### src/rtl/logic_pkg.sv
// Shared definitions for the logic issue unit: ALUop encodings for the logic
// unit, MIPS opcode/funct codes for the supported logic instructions, and the
// issue FSM state type.
package logic_pkg;

    localparam logic [3:0] ALUOP_NONE = 4'b0000;
    localparam logic [3:0] ALUOP_AND  = 4'b0100;
    localparam logic [3:0] ALUOP_OR   = 4'b0101;
    localparam logic [3:0] ALUOP_XOR  = 4'b0110;
    localparam logic [3:0] ALUOP_NOR  = 4'b0111;

    localparam logic [5:0] FUNCT_AND  = 6'h24;
    localparam logic [5:0] FUNCT_OR   = 6'h25;
    localparam logic [5:0] FUNCT_XOR  = 6'h26;
    localparam logic [5:0] FUNCT_NOR  = 6'h27;

    localparam logic [5:0] OPC_RTYPE  = 6'h00;
    localparam logic [5:0] OPC_ANDI   = 6'h0C;
    localparam logic [5:0] OPC_ORI    = 6'h0D;
    localparam logic [5:0] OPC_XORI   = 6'h0E;

    typedef enum logic [1:0] {
        ST_IDLE = 2'd0,
        ST_EXEC = 2'd1,
        ST_RESP = 2'd2
    } state_t;

endpackage

### src/rtl/logic_op_decode.sv
// Combinational decoder for logic instructions.
// Maps a MIPS instruction word to the logic-unit ALUop, an operand-b select
// (register rt or zero-extended immediate), the destination register index
// and an illegal flag.
// Ports:
//   instr    in   32  instruction word
//   op       out  4   ALUop (0000 when illegal)
//   use_imm  out  1   operand b is the zero-extended immediate
//   rd       out  5   destination register index
//   illegal  out  1   not a supported logic instruction
// Build option: LOGIC_ISSUE_IMM_EN enables andi/ori/xori decode.
module logic_op_decode
    import logic_pkg::*;
(
    input  logic [31:0] instr,
    output logic [3:0]  op,
    output logic        use_imm,
    output logic [4:0]  rd,
    output logic        illegal
);

    logic [5:0] opcode;
    logic [5:0] funct;
    logic       unused_fields;

    assign opcode = instr[31:26];
    assign funct  = instr[5:0];

    // rs index and shamt are not needed here; operands arrive as values.
    assign unused_fields = ^{instr[25:21], instr[10:6]};

    always_comb begin
        op      = ALUOP_NONE;
        use_imm = 1'b0;
        illegal = 1'b1;
        // Non-R-type encodings carry the destination in the rt field,
        // including immediate forms that are rejected.
        rd      = instr[20:16];

        if (opcode == OPC_RTYPE) begin
            rd = instr[15:11];
            case (funct)
                FUNCT_AND: begin op = ALUOP_AND; illegal = 1'b0; end
                FUNCT_OR:  begin op = ALUOP_OR;  illegal = 1'b0; end
                FUNCT_XOR: begin op = ALUOP_XOR; illegal = 1'b0; end
                FUNCT_NOR: begin op = ALUOP_NOR; illegal = 1'b0; end
                default:   begin op = ALUOP_NONE; illegal = 1'b1; end
            endcase
        end
`ifdef LOGIC_ISSUE_IMM_EN
        else begin
            case (opcode)
                OPC_ANDI: begin op = ALUOP_AND; use_imm = 1'b1; illegal = 1'b0; end
                OPC_ORI:  begin op = ALUOP_OR;  use_imm = 1'b1; illegal = 1'b0; end
                OPC_XORI: begin op = ALUOP_XOR; use_imm = 1'b1; illegal = 1'b0; end
                default:  begin op = ALUOP_NONE; use_imm = 1'b0; illegal = 1'b1; end
            endcase
        end
`else
        else begin
            op      = ALUOP_NONE;
            use_imm = 1'b0;
            illegal = 1'b1;
        end
`endif
    end

endmodule

### src/rtl/logic_issue_unit.sv
// Sequential issue front-end for the logic part of the ALU.
// Accepts an instruction with its two register operands, decodes the logic
// ALUop, presents registered a/b/ALUop to the logic unit for one EXEC cycle,
// captures the result and returns it with the destination index.
// Ports:
//   clk, reset          clock; synchronous active-low reset
//   in_valid/in_ready   request handshake
//   in_instr            instruction word
//   in_rs_val/in_rt_val register operand values
//   lu_a/lu_b/lu_op     operands and ALUop to the logic unit
//   lu_result           combinational result from the logic unit
//   out_valid/out_ready response handshake
//   out_result          captured result (0 when illegal)
//   out_rd              destination register index
//   out_illegal         instruction not a supported logic op
// Build option: LOGIC_ISSUE_IMM_EN enables andi/ori/xori (in logic_op_decode).
//
// state | meaning
// IDLE  | ready for a request
// EXEC  | registered operands on lu_*, result captured at end of cycle
// RESP  | response held until out_ready; may accept next request same edge
module logic_issue_unit
    import logic_pkg::*;
#(
    parameter int DATA_W = 32
) (
    input  logic              clk,
    input  logic              reset,
    input  logic              in_valid,
    output logic              in_ready,
    input  logic [31:0]       in_instr,
    input  logic [DATA_W-1:0] in_rs_val,
    input  logic [DATA_W-1:0] in_rt_val,
    output logic [DATA_W-1:0] lu_a,
    output logic [DATA_W-1:0] lu_b,
    output logic [3:0]        lu_op,
    input  logic [DATA_W-1:0] lu_result,
    output logic              out_valid,
    input  logic              out_ready,
    output logic [DATA_W-1:0] out_result,
    output logic [4:0]        out_rd,
    output logic              out_illegal
);

    state_t            state_q, state_d;
    logic [DATA_W-1:0] a_q, b_q, res_q;
    logic [3:0]        op_q;
    logic [4:0]        rd_q;
    logic              ill_q;

    logic [3:0]        dec_op;
    logic              dec_use_imm;
    logic [4:0]        dec_rd;
    logic              dec_illegal;
    logic [DATA_W-1:0] imm_ext;

    logic              ready_c;
    logic              load_req;
    logic              cap_res;

    logic_op_decode u_decode (
        .instr   (in_instr),
        .op      (dec_op),
        .use_imm (dec_use_imm),
        .rd      (dec_rd),
        .illegal (dec_illegal)
    );

    assign imm_ext = {{(DATA_W-16){1'b0}}, in_instr[15:0]};

    always_comb begin
        state_d   = state_q;
        ready_c   = 1'b0;
        out_valid = 1'b0;
        load_req  = 1'b0;
        cap_res   = 1'b0;
        case (state_q)
            ST_IDLE: begin
                ready_c = 1'b1;
                if (in_valid) begin
                    load_req = 1'b1;
                    state_d  = ST_EXEC;
                end
            end
            ST_EXEC: begin
                cap_res = 1'b1;
                state_d = ST_RESP;
            end
            ST_RESP: begin
                out_valid = 1'b1;
                // Ready follows out_ready so a new request can overlap the
                // response transfer without a bubble.
                ready_c   = out_ready;
                if (out_ready) begin
                    if (in_valid) begin
                        load_req = 1'b1;
                        state_d  = ST_EXEC;
                    end else begin
                        state_d  = ST_IDLE;
                    end
                end
            end
            default: begin
                state_d = ST_IDLE;
            end
        endcase
    end

    // Held low while reset is asserted so no request is taken in reset.
    assign in_ready = ready_c & reset;

    always_ff @(posedge clk) begin
        if (!reset) begin
            state_q <= ST_IDLE;
            a_q     <= '0;
            b_q     <= '0;
            op_q    <= ALUOP_NONE;
            rd_q    <= '0;
            ill_q   <= 1'b0;
            res_q   <= '0;
        end else begin
            state_q <= state_d;
            if (load_req) begin
                a_q   <= in_rs_val;
                b_q   <= dec_use_imm ? imm_ext : in_rt_val;
                op_q  <= dec_op;
                rd_q  <= dec_rd;
                ill_q <= dec_illegal;
            end
            if (cap_res) begin
                res_q <= ill_q ? '0 : lu_result;
            end
        end
    end

    assign lu_a        = a_q;
    assign lu_b        = b_q;
    assign lu_op       = op_q;
    assign out_result  = res_q;
    assign out_rd      = rd_q;
    assign out_illegal = ill_q;

endmodule

### config.mk
export PLATFORM = sky130hd
export DESIGN_NAME = logic_issue_unit
export DESIGN_NICKNAME = d
export VERILOG_FILES = /design/src/rtl/logic_pkg.sv /design/src/rtl/logic_op_decode.sv /design/src/rtl/logic_issue_unit.sv
export SDC_FILE = /design/constraint.sdc
export NUM_CORES = 1
export LEC_CHECK = 0
export CAP_MARGIN = 0
export CORE_UTILIZATION = 41
export CTS_CLUSTER_SIZE = 20
export DETAILED_ROUTE_END_ITERATION = 7
export GPL_ROUTABILITY_DRIVEN = 1
export MAX_ROUTING_LAYER = met4
export PLACE_DENSITY = 0.87
export SYNTH_ARGS = -nofsm -noshare
export SYNTH_HDL_FRONTEND = slang
export SYNTH_SLANG_ARGS = --single-unit
### constraint.sdc
create_clock -name clk -period 3.95 [get_ports clk]
set_input_delay 0.79 -clock clk [delete_from_list [all_inputs] [get_ports clk]]
set_output_delay 0.79 -clock clk [all_outputs]
set_load 0.01 [all_outputs]
# Word-level counts from Yosys, hierarchy flattened
# Index checks and enable logic that the tools add are counted.
[word_totals]
elab_cells = 36
latch_bits = 0
in_bits = 132
mem_bits_ro = 0
ramBits = 0
mem_count = 0
regBits = 108
[classes]
addsub = 0
multipliers = 0
bitwise_logic = 1
n_shift = 0
mux = 16
magnitude_cmp = 0
n_eq_ne = 8
div = 0
reduce_logical = 4
[op_table]
columns = ["cell", "count"]
rows = [
  ["$mux 32", 1],
  ["$eq 6x6->1 const B", 4],
  ["$pmux 3 s4", 1],
  ["$mux 1", 7],
  ["$logic_not 6->1", 1],
  ["$pmux 2 s3", 1],
  ["$mux 5", 1],
  ["$mux 2", 2],
  ["$ne 2x2->1 const B", 2],
  ["$pmux 1 s2", 2],
  ["$reduce_or 4->1", 1],
  ["$mux 3", 1],
  ["$eq 2x1->1 const B", 1],
  ["$eq 2x2->1 const B", 1],
  ["$logic_not 2->1", 1],
  ["$reduce_and 2->1", 1],
  ["$and 1x1->1", 1],
]

# Depth between registers and ports, before layout
# Gate-level depths: netlist of the first run.
[logic_depth]
depth_word = 4
ltp_mapped = 7
depth_no_buf = 4

# By module
# From an unflattened synthesis of the first run, not the netlist that was laid out.
[hier_totals]
hier_cells = 510
hier_area_um2 = 4596.9
[modules_own_cells]
columns = ["mod", "cells_per_inst", "area_per_inst_um2", "instances"]
rows = [
  ["logic_issue_unit", 494, 4433.0, 1],
  ["logic_op_decode", 16, 163.9, 1],
]

# Worst setup path after synthesis of the first run
# OpenSTA, ideal clock, no wires.
[synth_path]
kind = "input -> output"
startpoint = "in reset"
endpoint = "out in_ready"
path_stages = 3
t_arrival_ns = 1.469
setup_slack_ns = 1.691
required_ns = 3.160
cell_sequence = "clkbuf_1 -> clkbuf_1 -> and2_1"
[synth_via]
elab_chain_cells = 1
[synth_lines]
columns = ["element", "line", "rtl"]
rows = [
  ["from (decl)", "logic_issue_unit.sv:28", "input logic reset,"],
  ["$and 1x1->1", "logic_issue_unit.sv:110", "assign in_ready = ready_c & reset;"],
  ["to (decl)", "logic_issue_unit.sv:30", "output logic in_ready,"],
]
# No other way between the ends.

# Worst setup path in the final report of the first run
[layout_path]
startpoint = "in out_ready"
endpoint = "out in_ready"
[layout_via]
elab_chain_cells = 2
[layout_lines]
columns = ["element", "line", "rtl"]
rows = [
  ["from (decl)", "logic_issue_unit.sv:39", "input logic out_ready,"],
  ["$pmux 1 s2", "logic_issue_unit.sv:77", "case (state_q)"],
  ["$and 1x1->1", "logic_issue_unit.sv:110", ""],
]
# No other way between the ends.

==> impl_metrics.tcl, run 1 <==
set metrics [dict create \
    post_cts_buffers 0 \
    gr-total-overflow 0 \
    place.gp.congestion 0.740 \
    via_per_inst 4.88 \
    synth.avg_cell_area_sq_um 8.66 \
    crit_arrival_ns 2.26 \
    antenna-diode-count 0 \
    synthToLayoutAreaGrowth_pct 61.8 \
    rsz0062_at_grt "no" \
    cts_hold_buf 0 \
    ir_drop_mv 0.220 \
    root_buffer "clkbuf_8" \
    grt_pass1_vias 3894 \
    io_buffers 228 \
    cts_max_path_buffers 2 \
    cts_tree "done" \
    syn_inst 478 \
    wire_per_inst_microns 14.6 \
    p_leak_nw 2.37 \
    r2r_cells 3 \
    finalClockSkew_ns 0.0137 \
    r2r-end "out_result[4]" \
    hold_path.class "flop to flop" \
    htreeDepth 3 \
    core_sq_um 9770 \
    synth_fp_nets 610 \
    drtAntennaViolNets 0 \
    maxCapViolCount 0 \
    die_area_sq_um 10500 \
    rrSetupSlack_ns 1.99 \
    fmax_mhz 327 \
    finalNetCount 814 \
    ys_seq_area_share_pct 51.7 \
    critPathLaunch "out_ready" \
    cp.required_ns 3.16 \
    synth_top_area_share_pct 51.7 \
    total_power_mw 2.33 \
    ys_top_cells_by_area "dfxtp_1, a21boi_0, nand2_1" \
    fp-row-count 36 \
    die_y_microns 102 \
    grt_use_total_pct 22.6 \
    min_period_ns 3.05 \
    place_ws_ns 0.910 \
    synthesis.area_sq_um 4140 \
    min_from "out_result[8]" \
    cts_resized 0 \
    ys_ff_latch 107 \
    drt_iter0_drc 84 \
    drtPass1Iterations 6 \
    crit_type "input pin to primary output" \
    die_x_microns 102 \
    setup_ws_ns 0.896 \
    setup_viol 0 \
    ios 240 \
    cellPowerDensity_nw_per_um2 347 \
    finalSetupTns_ns 0 \
    layout_common_cells "clkdlybuf4s50_1, nand2_1, dfxtp_1" \
    outcome "complete, no violations" \
    slew-limit-headroom_pct 10.4 \
    drc 0 \
    dp_cells 804 \
    yosysWarnings 0 \
    yosysTopAreaCell "dfxtp_1" \
    final_cell_count_no_fill 820 \
    grt_first_pass_wirelength_mm 17.8 \
    routed_wl_mm 12.0 \
    report.final.slew_viol_count 0 \
    cts-buffers-inserted 9 \
    startpoint_type "input pin" \
    via_count 4004 \
    hold_viol_final 0 \
    grt_max_degree 110 \
    worstSkewPairLatency_ns 0.35 \
    min_to "out_result[8]" \
    clkSlewWorstSetupHoldPaths_ns 0.09 \
    clkSinkCount 107 \
    dp_hpwl_mm 8.59 \
    critPathMaxFanout 3 \
    start_util_pct 42.4 \
    fin_crit_sh_pct 77.3 \
    critPathCaptureType "primary output" \
    antenna_found_initial 0 \
    worstReg2RegStart "state_q[0]" \
    min_path_cells 2 \
    layout_commonest_cell "clkdlybuf4s50_1" \
    drive_gt1_share_pct 3.78 \
    tightest_slew_ns 1.34 \
    yosysUniqueCellTypes 22 \
]
==> logic make-up after synthesis <==
family	synth area share (%)
DFF	51.7
muxes	1.21
and+or+nand+nor	23.8
other	0.0906
buffers and inverters	3.72
AOI/OAI and AO/OA	19.5
==> per-layer routing <==
layer | part of all wire [%] | vias to the layer above | wire (microns) | global-route usage (%)
li1 | - | 1974 | - | -
met1 | 40 | 1856 | 4820 | 24.2
met2 | 49 | 152 | 5920 | 39.1
met3 | 7.8 | 22 | 930 | 6.51
met4 | 2.5 | 0 | 297 | 9.12
met5 | 0 | - | 0 | -
==> power breakdown <==
part / switching [mW] / internal (mW) / leakage (nW)
clock: 0.363 / 0.349 / 0.109
sequential: 0.0375 / 1.14 / 0.876
combinational: 0.175 / 0.263 / 1.38
==> critical path, stage by stage <==
cell and delay (ns):
clkdlybuf4s50_1 0.48, nand2b_1 0.15, nor2b_1 0.16, and2_1 0.14, clkdlybuf4s50_1 0.55
==> layout make-up <==
| class | instances | area (sq um) |
|---|---|---|
| Clock buffer | 12 | 165 |
| Clock inverter | 4 | 55.1 |
| Fill cell | 777 | 3080 |
| Multi-Input combinational cell | 332 | 1850 |
| Sequential cell | 107 | 2140 |
| Tap cell | 133 | 166 |
| Timing Repair Buffer | 232 | 2320 |
==> state kept, by name, indices dropped and copies added (netlist names) <==
name and cells:
lu_op 3, out_rd 5, out_result 32, state_q 2, out_illegal 1, lu_b 32, lu_a 32
==> worst max-delay path by stage <==
stage                    end  slack [ns]  cells past startpoint
global placement    in_ready        0.91                      5
CTS                 in_ready        0.90                      5
finish              in_ready        0.90                      5
detailed placement  in_ready        0.91                      5
floorplan           in_ready        1.69                      3
global route        in_ready        0.83                      5
==> per-stage QoR <==
stage	hold slack, ns	cell area [sq um]	utilization, %
finish	0.467	6700	68.5
global route	0.492	6700	68.5
CTS	0.471	6700	68.5
detailed placement	0.457	6480	66.3
global placement	0.450	6480	66.3
floorplan	0.485	4140	-
==> cells in the mapped netlist <==
library cell  count
nor4bb_1          1
a21boi_0         97
nor2b_1           5
or4_4             1
and2_1            2
buf_1             3
nand2_1         164
clkbuf_1         32
mux2i_1           5
conb_1            1
and3_1            1
nor3_4            1
nor4b_1           1
a21oi_1           6
nand3_1           4
dfxtp_1         107
buf_2             3
buf_4             1
nand2b_1          2
o21ai_0           8
o21a_1            1
nand3b_1         32
Power figures use the tool's default switching activity.
==> inputs of run 2 (changes only) <==
--- a/config.mk
+++ b/config.mk
@@ -6,12 +6,12 @@
 export NUM_CORES = 1
 export LEC_CHECK = 0
 export CAP_MARGIN = 0
-export CORE_UTILIZATION = 41
+export CORE_UTILIZATION = 38
 export CTS_CLUSTER_SIZE = 20
 export DETAILED_ROUTE_END_ITERATION = 7
 export GPL_ROUTABILITY_DRIVEN = 1
 export MAX_ROUTING_LAYER = met4
-export PLACE_DENSITY = 0.87
+export PLACE_DENSITY = 0.81
 export SYNTH_ARGS = -nofsm -noshare
 export SYNTH_HDL_FRONTEND = slang
 export SYNTH_SLANG_ARGS = --single-unit
==> constraint.sdc (replaced) <==
create_clock -name clk -period 2.95 [get_ports clk]
set_input_delay 0.59 -clock clk [delete_from_list [all_inputs] [get_ports clk]]
set_output_delay 0.59 -clock clk [all_outputs]
set_load 0.01 [all_outputs]
==> run 2 against run 1 <==
Net effect: worst hold slack lost 0.0014 ns; final cell count grew 0.73%; power grew 33%; register-to-register slack lost 0.51 ns; die area grew 7.7%; flip-flop and latch count is the same; first-iteration DRC count grew to 2.8 times the previous value; largest power group unchanged; highest routed layer unchanged.
==> impl_metrics.tcl, run 2 (synthesis results as in run 1) <==
set metrics [dict create \
    cp_cell_sequence "clkdlybuf4s50_1 > nand2b_1 > nor2b_1 > and2_1 > clkdlybuf4s50_1" \
    drtAntennaViolNets 0 \
    io_buffers 228 \
    clkSinkCount 107 \
    max_stage_delay_ns 0.56 \
    critPathMaxFanout 3 \
    core_sq_um 10500 \
    worstReg2RegStart "state_q[0]" \
    drc 0 \
    grt_pass1_vias 4027 \
    die_y_microns 106 \
    min_to "out_result[4]" \
    antenna_found_initial 0 \
    layout_common_cells "clkdlybuf4s50_1, nand2_1, dfxtp_1" \
    dp_hpwl_mm 8.12 \
    fillers 891 \
    cp_slowest_cell "clkdlybuf4s50_1" \
    switching_share_pct 24.4 \
    clkSlewWorstSetupHoldPaths_ns 0.09 \
    worstSkewPairLatency_ns 0.36 \
    power_frac_seq_pct 50.5 \
    crit_top_cell "clkdlybuf4s50_1" \
    finalHoldWorstSlack_ns 0.466 \
    total_power_mw 3.10 \
    place_ws_ns 0.269 \
    gr-total-overflow 0 \
    seq_area_sq_um 2140 \
    cellPowerDensity_nw_per_um2 461 \
    cts_max_path_buffers 2 \
    critPathCaptureType "primary output" \
    via_count 4019 \
    ir_drop_mv 0.227 \
    via_per_inst 4.87 \
    die_area_sq_um 11300 \
    cp.required_ns 2.36 \
    grt_use_total_pct 21.7 \
    min_period_ns 2.71 \
    p_sw_mw 0.757 \
    fin_crit_sh_pct 92.0 \
    place.gp.congestion 0.727 \
    grt_max_degree 110 \
    crit_type "input pin to primary output" \
    setup_ws_ns 0.236 \
    synthToLayoutAreaGrowth_pct 62.3 \
    power.share.clock_pct 30.2 \
    cts_tree "done" \
    crit_arrival_ns 2.12 \
    finalSetupTns_ns 0 \
    internal_power_mw 2.34 \
    die_x_microns 106 \
    root_buffer "clkbuf_8" \
    drt_iter0_drc 237 \
    min_path_cells 2 \
    layout_commonest_cell "clkdlybuf4s50_1" \
    min_from "out_result[4]" \
    multi_input_area_sq_um 1850 \
    r2r-end "out_rd[4]" \
    drive_gt1_share_pct 4.20 \
    fp-row-count 37 \
    r2r_cells 5 \
    ios 240 \
    post_cts_buffers 0 \
    hold_viol_final 0 \
    setup_viol 0 \
    finalClockSkew_ns 0.0104 \
    wire_per_inst_microns 14.2 \
    outcome "complete, no violations" \
    antenna-diode-count 0 \
    fmax_mhz 368 \
    slew-limit-headroom_pct 39.8 \
    cts_hold_buf 0 \
    startpoint_type "input pin" \
    tightest_slew_ns 0.903 \
    rsz0062_at_grt "no" \
    cts_resized 0 \
    p_leak_nw 2.38 \
    rrSetupSlack_ns 1.48 \
    drtPass1Iterations 5 \
    report.final.slew_viol_count 0 \
    htreeDepth 3 \
    hold_path.class "flop to flop" \
    grt_first_pass_wirelength_mm 19.0 \
    maxCapViolCount 0 \
    routed_wl_mm 11.7 \
    finalNetCount 817 \
    cts-buffers-inserted 9 \
    start_util_pct 39.6 \
    combPwrFrac_pct 19.2 \
]
run 2: changes by cell type in the layout (fill, tap and decap cells not counted), sizes merged:
cell and delta:
buf +3, clkinv +1, inv -1
run 2: cell type report:
cell class,instances,area share (%)
Timing Repair Buffer,235,34.9
Sequential cell,107,31.9
Multi-Input combinational cell,332,27.5
Tap cell,136,2.53
Clock buffer,12,2.46
Clock inverter,4,0.708
run 2: worst max-delay path: cells and delay by family:
family | cells | cell delay, ns
buffers and inverters | 2 | 1.06
AND/OR/NAND/NOR | 3 | 0.47
run 2: through the flow:
stage	instances	utilization (%)	area [sq um]
6_report	826	64.2	6720
5_1_grt	826	64.2	6720
4_1_cts	826	64.2	6720
3_5_place_dp	810	62.2	6500
3_3_place_gp	810	62.2	6500
2_1_floorplan	478	-	4140
run 2: power groups by stage:
| stage | clock (mW) | sequential (mW) | combinational (mW) |
|---|---|---|---|
| after detailed placement | 0 | 1.60 | 0.597 |
| after floorplan | 0 | 1.63 | 0.186 |
| final | 0.935 | 1.57 | 0.596 |
| after global placement | 0 | 1.59 | 0.586 |
| after global routing | 1.03 | 1.58 | 0.644 |
| after CTS | 0.967 | 1.57 | 0.601 |
run 2: routing by layer:
metal / vias to the layer above / track usage [%] / share of wire (%)
li1: 1979 / - / -
met1: 1868 / 24.6 / 41
met2: 150 / 36.9 / 50
met3: 22 / 5.03 / 6.9
met4: 0 / 8.63 / 2.1
met5: - / - / 0
run 2: worst max path at each step:
stage,start,endpoint,slack (ns)
2_1_floorplan,reset,in_ready,1.09
3_3_place_gp,out_ready,in_ready,0.30
4_1_cts,out_ready,in_ready,0.26
5_1_grt,out_ready,in_ready,0.17
6_report,out_ready,in_ready,0.24
3_5_place_dp,out_ready,in_ready,0.27
==> inputs of run 3 (changes only) <==
--- a/config.mk
+++ b/config.mk
@@ -5,8 +5,9 @@
 export SDC_FILE = /design/constraint.sdc
 export NUM_CORES = 1
 export LEC_CHECK = 0
+export ABC_AREA = 1
 export CAP_MARGIN = 0
-export CORE_UTILIZATION = 38
+export CORE_UTILIZATION = 37
 export CTS_CLUSTER_SIZE = 20
 export DETAILED_ROUTE_END_ITERATION = 7
 export GPL_ROUTABILITY_DRIVEN = 1
==> run 3 against run 2 <==
Net effect: register-to-register slack got worse by 0.17 ns; synthesized cell count rose by 4.6%; wire length fell by 0.42%; area after synthesis fell by 6.0%; first-iteration DRC count fell by 7.6%; highest routed layer unchanged.
==> impl_metrics.tcl, run 3 <==
set metrics [dict create \
    ir_drop_mv 0.247 \
    setup_viol 0 \
    clkSlewWorstSetupHoldPaths_ns 0.09 \
    cellPowerDensity_nw_per_um2 467 \
    antenna_found_initial 0 \
    die_area_sq_um 10900 \
    synth.avg_cell_area_sq_um 7.78 \
    internal_power_mw 2.20 \
    cp.required_ns 2.36 \
    synth_edf_count 0 \
    synth_commonest_cells "nand2_1, dfxtp_1, a21oi_1" \
    ios 240 \
    synthesis.area_sq_um 3890 \
    via_count 4039 \
    grt_first_pass_wirelength_mm 18.7 \
    p_sw_mw 0.781 \
    drtAntennaViolNets 0 \
    ys_top_cells_by_area "dfxtp_1, nand2_1, a21oi_1" \
    fin_crit_sh_pct 83.4 \
    place.gp.congestion 0.808 \
    report.final.slew_viol_count 0 \
    min_period_ns 2.46 \
    synth.most_common_cell "nand2_1" \
    setup_ws_ns 0.491 \
    clkSinkCount 107 \
    rsz0062_at_grt "no" \
    synth_top_area_share_pct 55.0 \
    worstReg2RegStart "state_q[1]" \
    core_sq_um 10300 \
    path_depth 6 \
    combPwrFrac_pct 20.1 \
    hold_viol_final 0 \
    r2r-end "out_result[31]" \
    cts_tree "done" \
    cts_resized 0 \
    fillers 919 \
    io_buffers 228 \
    layout_commonest_cell "clkdlybuf4s50_1" \
    grt_pass1_vias 3934 \
    dp_cells 835 \
    cp_top_family "buffers and inverters" \
    ys_seq_area_share_pct 55.0 \
    place_ws_ns 0.486 \
    synthSimpleGateAreaFrac_pct 24.1 \
    startpoint_type "input pin" \
    final_cell_count_no_fill 850 \
    yosysTopAreaCell "dfxtp_1" \
    muxShareOfSynthArea_pct 0 \
    drc 0 \
    synth_top_family_by_area "simple AND/OR/NAND/NOR gates" \
    cp_cell_sequence "clkdlybuf4s50_1 > inv_1 > nand2_1 > nand2_1 > nor2_1 > clkdlybuf4s50_1" \
    dp_hpwl_mm 8.31 \
    max_stage_delay_ns 0.55 \
    hold_path.class "flop to flop" \
    drt_iter0_drc 219 \
    htreeDepth 3 \
    outcome "complete, no violations" \
    via_per_inst 4.75 \
    critPathLaunch "out_ready" \
    synth_compound_area_share_pct 14.0 \
    cts_max_path_buffers 2 \
    power_frac_seq_pct 52.5 \
    cp_slowest_cell "clkdlybuf4s50_1" \
    seq_area_sq_um 2140 \
    routed_wl_mm 11.7 \
    cp-endpoint "in_ready" \
    yosysUniqueCellTypes 17 \
    post_cts_buffers 0 \
    tightest_slew_ns 1.03 \
    cts_hold_buf 0 \
    synth-xor-area-share_pct 0 \
    root_buffer "clkbuf_8" \
    wire_per_inst_microns 13.7 \
    crit_type "input pin to primary output" \
    yosys.area_share.adder_pct 0 \
    antenna-diode-count 0 \
    switching_share_pct 26.2 \
    grt_use_total_pct 21.8 \
    yosysWarnings 0 \
    synthToLayoutAreaGrowth_pct 64.3 \
    cts-buffers-inserted 9 \
    power.share.clock_pct 27.4 \
    maxCapViolCount 0 \
    ys_ff_latch 107 \
    synth_fp_nets 632 \
    r2r_cells 5 \
    layout_common_cells "clkdlybuf4s50_1, nand2_1, dfxtp_1" \
    rrSetupSlack_ns 1.31 \
    p_leak_nw 2.39 \
    synthFlopType "dfxtp_1" \
    gr-total-overflow 0 \
    fmax_mhz 407 \
    worst-path-buf-inv 3 \
    slew-limit-headroom_pct 31.0 \
    drive_gt1_share_pct 3.64 \
    finalClockSkew_ns 0.0207 \
    die_y_microns 105 \
    start_util_pct 37.9 \
    fp-row-count 37 \
    drtPass1Iterations 7 \
    multi_input_area_sq_um 1490 \
    finalSetupTns_ns 0 \
    grt_max_degree 102 \
    async_flop_share_pct 0 \
    die_x_microns 105 \
    syn_inst 500 \
    critPathCaptureType "primary output" \
    finalNetCount 842 \
    worstSkewPairLatency_ns 0.36 \
    crit_arrival_ns 1.87 \
    finalHoldWorstSlack_ns 0.468 \
    critPathMaxFanout 2 \
]
run 3: cell types whose count changed after synthesis, moves of 4 or more:
| cell | before | now |
|---|---|---|
| buf_6 | 0 | 6 |
| o21ai_0 | 8 | 0 |
| nand3b_1 | 32 | 0 |
| nand3_1 | 4 | 40 |
| mux2i_1 | 5 | 0 |
| nor2_1 | 0 | 8 |
| a21boi_0 | 97 | 0 |
| nor2b_1 | 5 | 0 |
| a21oi_1 | 6 | 100 |
| inv_1 | 0 | 14 |
| buf_2 | 3 | 9 |
| clkbuf_1 | 32 | 15 |
| nand2_1 | 164 | 184 |
| o21a_1 | 1 | 5 |
run 3: worst min-delay path, stage by stage (launching register included):
cell and delay [ns]:
dfxtp_1 0.32, nand2_1 0.06, a21oi_1 0.05
run 3: per-layer routing:
layer | part of all wire [%] | GRT usage, %
met1 | 42 | 25.8
met2 | 50 | 38.0
met3 | 5.7 | 3.06
met4 | 1.8 | 7.04
met5 | 0 | -
run 3: cell type report:
class                           instances  share of cell area, %
Clock buffer                           11                   2.21
Sequential cell                       107                   33.5
Timing Repair Buffer                  235                   36.9
Tap cell                              136                   2.66
Inverter                               16                  0.939
Multi-Input combinational cell        341                   23.2
Clock inverter                          4                  0.548
run 3: worst min path at each step:
stage / startpoint / endpoint / slack [ns] / depth (start not counted)
2_1_floorplan: lu_b[21] / lu_b[21] / 0.49 / 2
3_3_place_gp: out_result[8] / out_result[8] / 0.45 / 2
3_5_place_dp: lu_a[27] / lu_a[27] / 0.45 / 2
4_1_cts: lu_a[27] / lu_a[27] / 0.47 / 2
5_1_grt: lu_b[26] / lu_b[26] / 0.49 / 2
6_report: out_result[28] / out_result[28] / 0.47 / 2
run 3: power groups by stage:
stage,sequential [mW],clock (mW),combinational (mW)
floorplan,1.63,0,0.201
global placement,1.60,0,0.590
detailed placement,1.60,0,0.602
CTS,1.57,0.846,0.605
global route,1.58,0.902,0.652
finish,1.57,0.819,0.601
run 3: kinds of logic after synthesis:
family | Yosys count
flip-flops | 107
other | 1
AO/OA/AOI/OAI | 106
buffers and inverters | 52
AND/OR/NAND/NOR | 234
run 3: stage by stage:
stage                     utilization, %  instance area [sq um]  power (mW)
after CTS                           62.2                   6390        3.02
after floorplan                        -                   3890        1.84
after global placement              60.5                   6220        2.19
after detailed placement            60.5                   6220        2.20
after global routing                62.2                   6390        3.13
final                               62.2                   6390        2.99
